`src/rtl/axis_tx_arbiter.sv`:
```
// Round-robin, frame-locked arbiter that shares one AXI-stream byte sink among NUM byte sources.
// Each grant optionally begins with a header byte 8'hF0|index before the payload is passed through.
module axis_tx_arbiter #(
    parameter int         NUM        = 4,
    parameter int         MAX_BURST  = 64,
    parameter logic [7:0] TERMINATOR = 8'h0A,
    parameter int         HEADER     = 1,
    parameter int         TIMEOUT    = 1024
) (
    input  logic             clock,
    input  logic             reset,
    input  logic [8*NUM-1:0] idata,
    input  logic [NUM-1:0]   ivalid,
    output logic [NUM-1:0]   iready,
    output logic [7:0]       odata,
    output logic             ovalid,
    input  logic             oready,
    output logic [NUM-1:0]   grant
);

    localparam int XW = $clog2(NUM);
    localparam int BW = $clog2(MAX_BURST + 1);
    localparam int TW = (TIMEOUT > 0) ? $clog2(TIMEOUT + 1) : 1;

    typedef enum logic [1:0] {
        S_IDLE,
        S_HEADER,
        S_PASS
    } state_t;

    state_t        state;
    logic [XW-1:0] last;        // doubles as the current owner index while a frame is open
    logic [BW-1:0] burst_cnt;
    logic [TW-1:0] idle_cnt;
    logic [XW-1:0] pick;
    logic [7:0]    src_byte [NUM];
    logic          owner_valid;
    logic          owner_xfer;
    logic          frame_end;

    for (genvar i = 0; i < NUM; i++) begin : g_split
        assign src_byte[i] = idata[8*i +: 8];
    end

    // First requester in cyclic order from+1 .. from+NUM.
    function automatic logic [XW-1:0] next_owner(input logic [NUM-1:0] req,
                                                 input logic [XW-1:0]  from);
        logic [XW-1:0] sel;
        logic          found;
        int            cand;
        sel   = from;
        found = 1'b0;
        for (int i = 1; i <= NUM; i++) begin
            cand = (int'(from) + i) % NUM;
            if (!found && req[XW'(cand)]) begin
                sel   = XW'(cand);
                found = 1'b1;
            end
        end
        return sel;
    endfunction

    assign pick        = next_owner(ivalid, last);
    assign owner_valid = ivalid[last];
    assign owner_xfer  = owner_valid && oready;
    assign frame_end   = (src_byte[last] == TERMINATOR) ||
                         (burst_cnt == BW'(MAX_BURST - 1));

    // Payload path is combinational so the sink sees the owner with zero latency.
    always_comb begin
        odata  = 8'h00;
        ovalid = 1'b0;
        iready = '0;
        case (state)
            S_HEADER: begin
                ovalid = 1'b1;
                odata  = 8'hF0 | 8'(last);
            end
            S_PASS: begin
                odata        = src_byte[last];
                ovalid       = owner_valid;
                iready[last] = oready;
            end
            default: ;
        endcase
    end

    always_ff @(posedge clock or posedge reset) begin
        if (reset) begin
            state     <= S_IDLE;
            grant     <= '0;
            last      <= XW'(NUM - 1);
            burst_cnt <= '0;
            idle_cnt  <= '0;
        end else begin
            case (state)
                S_IDLE: begin
                    if (|ivalid) begin
                        last      <= pick;
                        grant     <= {{(NUM-1){1'b0}}, 1'b1} << pick;
                        burst_cnt <= '0;
                        idle_cnt  <= '0;
                        state     <= (HEADER != 0) ? S_HEADER : S_PASS;
                    end
                end
                S_HEADER: begin
                    if (oready) state <= S_PASS;
                end
                S_PASS: begin
                    if (owner_xfer) begin
                        idle_cnt <= '0;
                        if (frame_end) begin
                            state <= S_IDLE;
                            grant <= '0;
                        end else begin
                            burst_cnt <= burst_cnt + 1'b1;
                        end
                    end else if (owner_valid) begin
                        idle_cnt <= '0;
                    end else if (TIMEOUT > 0) begin
                        // An idle owner has nothing pending, so releasing here drops no byte.
                        if (idle_cnt == TW'(TIMEOUT - 1)) begin
                            state <= S_IDLE;
                            grant <= '0;
                        end else begin
                            idle_cnt <= idle_cnt + 1'b1;
                        end
                    end
                end
                default: begin
                    state <= S_IDLE;
                    grant <= '0;
                end
            endcase
        end
    end

endmodule

```
`config.mk`:
```
export PLATFORM = sky130hd
export DESIGN_NAME = axis_tx_arbiter
export DESIGN_NICKNAME = d
export VERILOG_FILES = /design/src/rtl/axis_tx_arbiter.sv
export SDC_FILE = /design/constraint.sdc
export NUM_CORES = 1
export LEC_CHECK = 0
export ABC_CLOCK_PERIOD_IN_PS = 5100
export BUFFER_PORTS_ARGS = -buffer_cell sky130_fd_sc_hd__buf_4
export CAP_MARGIN = 20
export CELL_PAD_IN_SITES_DETAIL_PLACEMENT = 1
export CELL_PAD_IN_SITES_GLOBAL_PLACEMENT = 1
export CORE_ASPECT_RATIO = 0.5
export CORE_UTILIZATION = 35
export CTS_CLUSTER_SIZE = 20
export DETAILED_ROUTE_END_ITERATION = 10
export PLACE_DENSITY_LB_ADDON = 0.1
export SYNTH_ARGS = -nofsm -noshare
export SYNTH_HDL_FRONTEND = slang
export SYNTH_SLANG_ARGS = --single-unit
export TNS_END_PERCENT = 10
```
`constraint.sdc`:
```
create_clock -name clock -period 5.1 [get_ports clock]
set_input_delay 0.765 -clock clock [delete_from_list [all_inputs] [get_ports clock]]
set_output_delay 0.765 -clock clock [all_outputs]
set_load 0.01 [all_outputs]
```
==> results.yml, run 1 <==
route:
  post_drt_via_cell_ratio: 5.59
  vias: 2013
  first_iter_violations: 96
  postRouteWirelength_mm: 6.05
  drt_first_pass_iters: 4
  wl_per_cell_um: 16.8
  ant_nets: 0
  drc: 0
floorplanning:
  die_area_sq_um: 6360
  die_h_um: 56.9
  initial_core_util: 0.374
  num_rows: 19
  fp.coreArea_sq_um: 5630
  boundaryPins: 56
  die_x_um: 112
critical_path:
  slowest_stage: "dfstp_2"
  ff2ff_setup_slack_ns: 1.47
  crit_chain: "inv_1 > ha_1 > nor2b_1 > a211o_1 > a222oi_1 > mux2_2 > or2_2 > o31ai_1"
  r2r_cells: 8
  timing.rr.end: "grant[2]$_DFFE_PP0P_"
  cp_num_cells: 8
  crit_path_end: "grant[2]$_DFFE_PP0P_"
  critPathBufInv: 1
  worst-setup-path-type: "reg2reg"
  crit_path_end_kind: "register"
  cp-startpoint: "last[0]$_DFFE_PP1P_"
  crit_arrival_ns: 3.80
  worst_ep_required_time_ns: 5.27
  path_delay_family: "compound AO/OA/AOI/OAI gates"
  cp_max_fo: 27
  r2r_start: "last[0]$_DFFE_PP1P_"
  slowest_delay_ns: 0.94
  start_kind: "register"
sta:
  fin_crit_sh: 0.712
  finalHoldViolations: 0
  finalSetupViolations: 0
  layout_min_cycle_time_ns: 3.63
  max_slew_margin: 0.549
  fin_tns_setup_ns: 0
  rsz0062_at_grt: "false"
  worst_slew_pin_slew_ns: 0.677
  clock_skew_ns: 0.00391
  max_freq_mhz: 275
  drv_slew: 0
pwr:
  powerDensity_nw_per_um2: 514
  ir_worst_vdd_mv: 0.279
  p_leak_nw: 1.23
cts:
  ctsResizeCount: 0
  holdBufCountCts: 0
  worstSkewPairLatency_ns: 0.26
  clock-sinks: 26
  cts_tree: "done"
  cts_htree_levels: 1
  cts_buffers: 3
  post-cts-setup-buffers: 0
  clkTransAtPathRegs_ns: 0.07
  cts-root-buf: "clkbuf_16"
  ctsLongestPathBuffers: 2
global_route:
  antenna_found_initial: 0
  grt_pass1_wl_mm: 10.1
  grt_pass1_vias: 1971
  grt_util_all_layers: 0.200
  grt_overflow: 0
  grt_max_degree: 28
logic_synthesis:
  synthArstFlopShare: 1.00
  synth_common_cells: "31 x nand2_1, 24 x dfrtp_1, 21 x o21ai_0"
  ys_types: 45
  synth_area_per_cell_sq_um: 8.78
  yosys_register_bits: 26
  synth_edf_count: 0
  ys.flop_type: "dfrtp_1"
  synthTopCellsByArea: "dfrtp_1 28%, mux4_2 9.6%, nand2_1 5.5%, ha_1 5.3%, o21ai_0 5.0%"
  synth.largest_area_cell: "dfrtp_1"
  ys_seq_area_frac: 0.310
  yosys_warnings: 0
  synth_most_common_cell: "nand2_1"
  syn_inst: 240
  synth_top_area_share: 0.285
  syn_nets: 288
  syn_area_sq_um: 2110
layout:
  stdcell_count: 360
  fin_util: 0.475
  num-nets-final: 336
  antenna_cells: 0
  areaGrowthSynthToFinish_pct: 27.1
  layout-drive-gt1-share: 0.289
placement:
  io_buffers: 55
  dp_hpwl_mm: 4.63
  routabilityCongestion: 0.829
  placed_cells: 355
run:
  drv_cap: 0
status:
  status: "completed"
hold_path:
  hold_class: "in2async"
==> sequential cells by signal (all words and copies together) (netlist names) <==
register and flops:
state 2, last 2, burst_cnt 7, grant 4, idle_cnt 11
==> per-layer routing <==
metal | global-route usage | routed length [um]
met1 | 0.270 | 2940
met2 | 0.339 | 2920
met3 | 0.0378 | 137
met4 | 0.0290 | 57
met5 | 0 | 0
==> final cells by class <==
type | count | area, sq um
Multi-Input combinational cell | 191 | 1340
Fill cell | 659 | 2960
Sequential cell | 26 | 653
Tap cell | 73 | 91.3
Clock buffer | 3 | 75.1
Inverter | 8 | 30.0
Timing Repair Buffer | 58 | 455
Clock inverter | 1 | 30.0
==> worst min path at each step <==
stage / depth (start not counted) / slack [ns] / to / start
floorplan: 1 / 0.45 / idle_cnt[10]$_DFFE_PP0P_ / idle_cnt[10]$_DFFE_PP0P_
global placement: 1 / 0.46 / idle_cnt[10]$_DFFE_PP0P_ / idle_cnt[10]$_DFFE_PP0P_
detailed placement: 2 / 0.47 / grant[0]$_DFFE_PP0P_ / grant[0]$_DFFE_PP0P_
CTS: 1 / 0.49 / idle_cnt[10]$_DFFE_PP0P_ / idle_cnt[10]$_DFFE_PP0P_
global route: 2 / 0.49 / idle_cnt[7]$_DFFE_PP0P_ / reset
finish: 2 / 0.47 / idle_cnt[7]$_DFFE_PP0P_ / reset
==> logic make-up after synthesis <==
kind of cell / synth area share
simple gates: 0.248
buf+inv: 0.0528
flops: 0.310
fa+ha+maj: 0.0534
mux: 0.139
compound gates: 0.197
==> layout by cell type, fill, tap and decap left out, types with 3 or more instances in the layout <==
| cell type | n |
|---|---|
| a21oi_1 | 12 |
| a22oi_1 | 3 |
| a31oi_1 | 7 |
| and3_1 | 9 |
| buf_4 | 57 |
| clkbuf_16 | 3 |
| dfrtp_1 | 24 |
| ha_1 | 9 |
| inv_1 | 8 |
| mux2_2 | 3 |
| mux2i_1 | 3 |
| mux4_2 | 9 |
| nand2_1 | 31 |
| nand2b_1 | 8 |
| nand3_1 | 11 |
| nor2_1 | 15 |
| nor2b_1 | 12 |
| nor3_1 | 4 |
| o21a_1 | 3 |
| o21ai_0 | 21 |
| o31ai_1 | 8 |
==> per-stage QoR <==
step | total power, mW | setup WS, ns | instance area (sq um) | hold slack, ns
final | 1.38 | 1.47 | 2680 | 0.470
after global routing | 1.49 | 1.21 | 2680 | 0.490
after CTS | 1.38 | 1.46 | 2650 | 0.487
after detailed placement | 1.14 | 1.48 | 2550 | 0.473
after global placement | 1.12 | 1.59 | 2550 | 0.464
after floorplan | 0.915 | 1.82 | 2110 | 0.448
==> power by group <==
part           internal, mW  switching, mW
clock                 0.156         0.0775
combinational         0.373          0.439
sequential            0.247         0.0831
total                 0.776          0.600
Power figures use the tool's default switching activity.
==> run 2, diff against run 1 <==
ABC_AREA = 1   (was default)
ABC_CLOCK_PERIOD_IN_PS = 3490   (was 5100)
clock period = 3.49 ns   (was 5.1 ns; I/O delays follow)
==> results.yml, run 2 <==
pwr:
  p_leak_nw: 1.38
  powerDensity_nw_per_um2: 741
  ir_worst_vdd_mv: 0.307
floorplanning:
  die_area_sq_um: 6490
  initial_core_util: 0.378
  boundaryPins: 56
  fp.coreArea_sq_um: 5710
  die_h_um: 57.5
  die_x_um: 113
  num_rows: 19
critical_path:
  cp-startpoint: "last[0]$_DFFE_PP1P_"
  r2r_cells: 9
  cp_max_fo: 26
  crit_path_end_kind: "output port"
  timing.rr.end: "idle_cnt[9]$_DFFE_PP0P_"
  crit_arrival_ns: 2.13
  worst_ep_required_time_ns: 2.97
  r2r_start: "last[0]$_DFFE_PP1P_"
  ff2ff_setup_slack_ns: 0.86
  crit_path_end: "odata[1]"
  start_kind: "register"
  worst-setup-path-type: "reg2out"
sta:
  layout_min_cycle_time_ns: 2.65
  rsz0062_at_grt: "false"
  max_freq_mhz: 377
  drv_slew: 0
  finalSetupViolations: 0
  clock_skew_ns: 0.00397
  finalHoldViolations: 0
  fin_tns_setup_ns: 0
  max_slew_margin: 0.634
  fin_crit_sh: 0.760
  worst_slew_pin_slew_ns: 0.549
logic_synthesis:
  synth.largest_area_cell: "dfrtp_1"
  ys.flop_type: "dfrtp_1"
  synthTopCellsByArea: "dfrtp_1 28%, nand2_1 21%, nand3_1 8.6%, inv_1 6.1%, ha_1 5.2%"
  yosys_register_bits: 26
  ys_seq_area_frac: 0.303
  synth_common_cells: "119 x nand2_1, 37 x nand3_1, 35 x inv_1"
  synth_most_common_cell: "nand2_1"
  yosys_warnings: 0
  synth_edf_count: 0
  synthArstFlopShare: 1.00
  syn_inst: 340
  synth_area_per_cell_sq_um: 6.34
  syn_area_sq_um: 2150
  synth_top_area_share: 0.279
  ys_types: 31
  syn_nets: 388
cts:
  post-cts-setup-buffers: 0
  ctsLongestPathBuffers: 2
  cts_tree: "done"
  worstSkewPairLatency_ns: 0.26
  cts_htree_levels: 1
  clock-sinks: 26
  cts_buffers: 3
  holdBufCountCts: 0
  cts-root-buf: "clkbuf_16"
  ctsResizeCount: 0
  clkTransAtPathRegs_ns: 0.07
layout:
  areaGrowthSynthToFinish_pct: 26.5
  largest-register: "idle_cnt"
  num-nets-final: 439
  stdcell_count: 463
  layout_commonest_cell: "nand2_1"
  antenna_cells: 0
  reg.largest.list: "idle_cnt x11, burst_cnt x7, grant x4"
  final_cell_mix: "119 x nand2_1, 55 x buf_4, 37 x nand3_1"
  largest_reg_flops: 11
  layout-drive-gt1-share: 0.208
route:
  post_drt_via_cell_ratio: 5.05
  drc: 0
  drt_first_pass_iters: 4
  wl_per_cell_um: 13.8
  ant_nets: 0
  postRouteWirelength_mm: 6.40
  vias: 2336
  first_iter_violations: 106
global_route:
  antenna_found_initial: 0
  grt_pass1_vias: 2494
  grt_pass1_wl_mm: 11.3
  grt_max_degree: 27
  grt_overflow: 0
  grt_util_all_layers: 0.215
placement:
  placed_cells: 458
  io_buffers: 55
  routabilityCongestion: 0.840
  dp_hpwl_mm: 4.95
hold_path:
  hold_class: "in2async"
run:
  drv_cap: 0
status:
  status: "completed"
==> run 2: changes by cell type in the layout (fill, tap and decap cells not counted), moves of 6 or more <==
cell / previous run / this run
o21ai_0: 21 / 15
nand2_1: 31 / 119
nand2_2: 0 / 6
nand2b_1: 8 / 0
o31ai_1: 8 / 0
and3_1: 9 / 0
nor2b_1: 12 / 0
mux4_2: 9 / 0
a31oi_1: 7 / 0
inv_1: 8 / 35
nand3_1: 11 / 37
nor2_1: 15 / 25
o21ai_1: 0 / 15
==> run 2: power breakdown <==
group	internal, mW	switching [mW]	total, mW
Clock	0.228	0.109	0.338
Combinational	0.411	0.811	1.22
Sequential	0.360	0.0983	0.458
==> run 2: layer usage <==
| metal | wire length, um | track usage |
|---|---|---|
| met4 | 40 | 0.0338 |
| met1 | 3060 | 0.272 |
| met2 | 3100 | 0.399 |
| met5 | 0 | 0 |
| met3 | 198 | 0.0361 |
==> run 2: worst min-delay path by stage <==
stage	start	end	slack, ns	depth (start not counted)
floorplan	state[0]$_DFFE_PP0P_	state[0]$_DFFE_PP0P_	0.48	2
global placement	grant[3]$_DFFE_PP0P_	grant[3]$_DFFE_PP0P_	0.48	2
detailed placement	grant[1]$_DFFE_PP0P_	grant[1]$_DFFE_PP0P_	0.50	2
CTS	grant[1]$_DFFE_PP0P_	grant[1]$_DFFE_PP0P_	0.52	2
global route	reset	grant[1]$_DFFE_PP0P_	0.30	2
finish	reset	grant[1]$_DFFE_PP0P_	0.26	2
==> run 2: cells by family after synthesis <==
kind of cell	after synthesis	synth area share
buf+inv	49	0.0987
simple gates	208	0.418
xor+xnor	6	0.0244
flops	26	0.303
compound gates	42	0.104
fa+ha+maj	9	0.0523
==> run 2: worst max-delay path, stage by stage, from the launching register on <==
cell and delay [ns]:
dfstp_2 0.84, inv_2 0.30, nand2_1 0.13, nand3_1 0.07, nand2_1 0.12, nand3_1 0.08, o21ai_0 0.14, buf_4 0.17
==> run 2: per-stage QoR <==
stage | util | area, sq um | hold slack [ns] | power, mW | setup WS, ns
after detailed placement | 0.454 | 2590 | 0.500 | 1.68 | 0.829
after CTS | 0.473 | 2700 | 0.520 | 2.03 | 0.820
after global routing | 0.478 | 2730 | 0.295 | 2.22 | 0.564
after global placement | 0.454 | 2590 | 0.476 | 1.63 | 0.989
final | 0.478 | 2730 | 0.258 | 2.02 | 0.837
after floorplan | - | 2150 | 0.476 | 1.36 | 1.50
==> run 2: cell type report <==
type	count	area (sq um)
Tap cell	73	91.3
Clock buffer	3	75.1
Fill cell	765	2980
Clock inverter	1	30.0
Multi-Input combinational cell	265	1290
Inverter	39	146
Timing Repair Buffer	56	440
Sequential cell	26	653
==> run 3, diff against run 2 <==
ABC_CLOCK_PERIOD_IN_PS = 2400   (was 3490)
CORE_UTILIZATION = 33   (was 35)
clock period = 2.4 ns   (was 3.49 ns; I/O delays follow)
==> results.yml, run 3 (synthesis results as in run 2) <==
route:
  postRouteWirelength_mm: 6.40
  vias: 2367
  wl_per_cell_um: 13.3
  drc: 0
  drt_first_pass_iters: 4
  post_drt_via_cell_ratio: 4.90
  ant_nets: 0
  first_iter_violations: 94
floorplanning:
  die_h_um: 59.1
  boundaryPins: 56
  die_area_sq_um: 6880
  fp.coreArea_sq_um: 6180
  num_rows: 20
  die_x_um: 116
  initial_core_util: 0.349
critical_path:
  crit_chain: "inv_1 > ha_1 > nand2_1 > o21ai_0 > buf_4"
  worst-setup-path-type: "reg2out"
  start_kind: "register"
  cp_max_fo: 8
  worst_ep_required_time_ns: 2.04
  crit_arrival_ns: 1.85
  crit_path_end_kind: "output port"
  r2r_cells: 13
  slowest_delay_ns: 0.40
  slowest_stage: "dfrtp_1"
pwr:
  powerDensity_nw_per_um2: 1060
  ir_worst_vdd_mv: 0.393
  combPwrFrac: 0.660
  p_leak_nw: 1.39
  switching_share: 0.510
  switchingPower_mw: 1.49
  intPower_mw: 1.43
  p_seq_frac: 0.199
  p_clk_frac: 0.141
layout:
  layout_commonest_cell: "nand2_1"
  antenna_cells: 0
  areaGrowthSynthToFinish_pct: 27.4
  reg.largest.list: "idle_cnt x11, burst_cnt x7, grant x4"
  multiInputGateArea_sq_um: 1290
  largest_reg_flops: 11
  seqCellArea_sq_um: 653
  fillCellCount: 871
  largest-register: "idle_cnt"
  final_cell_mix: "119 x nand2_1, 61 x buf_4, 37 x nand3_1"
  num-nets-final: 444
  stdcell_count: 483
  layout-drive-gt1-share: 0.218
sta:
  layout_min_cycle_time_ns: 2.21
  fin_crit_sh: 0.921
  rsz0062_at_grt: "false"
  fin_tns_setup_ns: 0
  clock_skew_ns: 0.00261
  drv_slew: 0
  max_freq_mhz: 453
  finalHoldViolations: 0
  finalSetupViolations: 0
  max_slew_margin: 0.721
  worst_slew_pin_slew_ns: 0.419
cts:
  clkTransAtPathRegs_ns: 0.07
  ctsLongestPathBuffers: 2
  cts-root-buf: "clkbuf_16"
  cts_tree: "done"
  cts_buffers: 3
  clock-sinks: 26
  ctsResizeCount: 0
  cts_htree_levels: 1
  worstSkewPairLatency_ns: 0.26
  holdBufCountCts: 0
  post-cts-setup-buffers: 0
run:
  drv_cap: 0
global_route:
  antenna_found_initial: 0
  grt_overflow: 0
  grt_pass1_vias: 2463
  grt_pass1_wl_mm: 11.2
  grt_util_all_layers: 0.208
  grt_max_degree: 27
placement:
  dp_hpwl_mm: 5.09
  placed_cells: 479
  routabilityCongestion: 0.767
  io_buffers: 55
hold_path:
  hold_class: "in2async"
status:
  status: "completed"
-- run 3: power by group through the flow --
stage,Sequential [mW],Clock (mW),Combinational [mW]
after floorplan,0.586,0,1.39
after global placement,0.583,0,1.87
after detailed placement,0.588,0,1.93
after CTS,0.581,0.419,1.94
after global routing,0.589,0.438,2.19
final,0.580,0.412,1.92
-- run 3: through the flow --
step	worst slack, ns	utilization	total power, mW	hold WS, ns	area [sq um]
global route	0.0502	0.444	3.22	0.181	2750
detailed placement	0.257	0.430	2.52	0.458	2660
floorplan	0.469	-	1.97	0.399	2150
global placement	0.408	0.430	2.45	0.449	2660
finish	0.191	0.444	2.92	0.161	2750
CTS	0.207	0.444	2.94	0.168	2750
-- run 3: final timing paths --
| path | from | end | slack [ns] |
|---|---|---|---|
| setup / recovery | state[0]$_DFFE_PP0P_ | odata[6] | 0.19 |
| max in group asynchronous | reset | last[0]$_DFFE_PP1P_ | 1.94 |
| hold reg to reg | grant[2]$_DFFE_PP0P_ | grant[2]$_DFFE_PP0P_ | 0.50 |
| hold / removal | reset | idle_cnt[8]$_DFFE_PP0P_ | 0.16 |
| min in group clock | grant[2]$_DFFE_PP0P_ | grant[2]$_DFFE_PP0P_ | 0.50 |
| setup reg to reg | last[0]$_DFFE_PP1P_ | grant[2]$_DFFE_PP0P_ | 0.24 |
-- run 3: cell type report --
| type | count | share of cell area |
|---|---|---|
| clock buffer | 4 | 0.0324 |
| inverter | 39 | 0.0533 |
| multi-input combinational | 265 | 0.469 |
| sequential | 26 | 0.238 |
| tap | 88 | 0.0401 |
| timing repair buffer | 61 | 0.167 |
-- run 3: layer usage --
layer	track usage	wire length [um]
met1	0.254	2900
met2	0.390	3190
met3	0.0389	234
met4	0.0385	73
met5	0	0
-- run 3: worst max-delay path, delay by kind of cell (launching register included) --
| family | cells | cell delay (ns) |
|---|---|---|
| DFF | 1 | 0.40 |
| adders and majority gates | 1 | 0.39 |
| AOI/OAI and AO/OA | 1 | 0.28 |
| and+or+nand+nor | 1 | 0.26 |
| buffers and inverters | 2 | 0.26 |
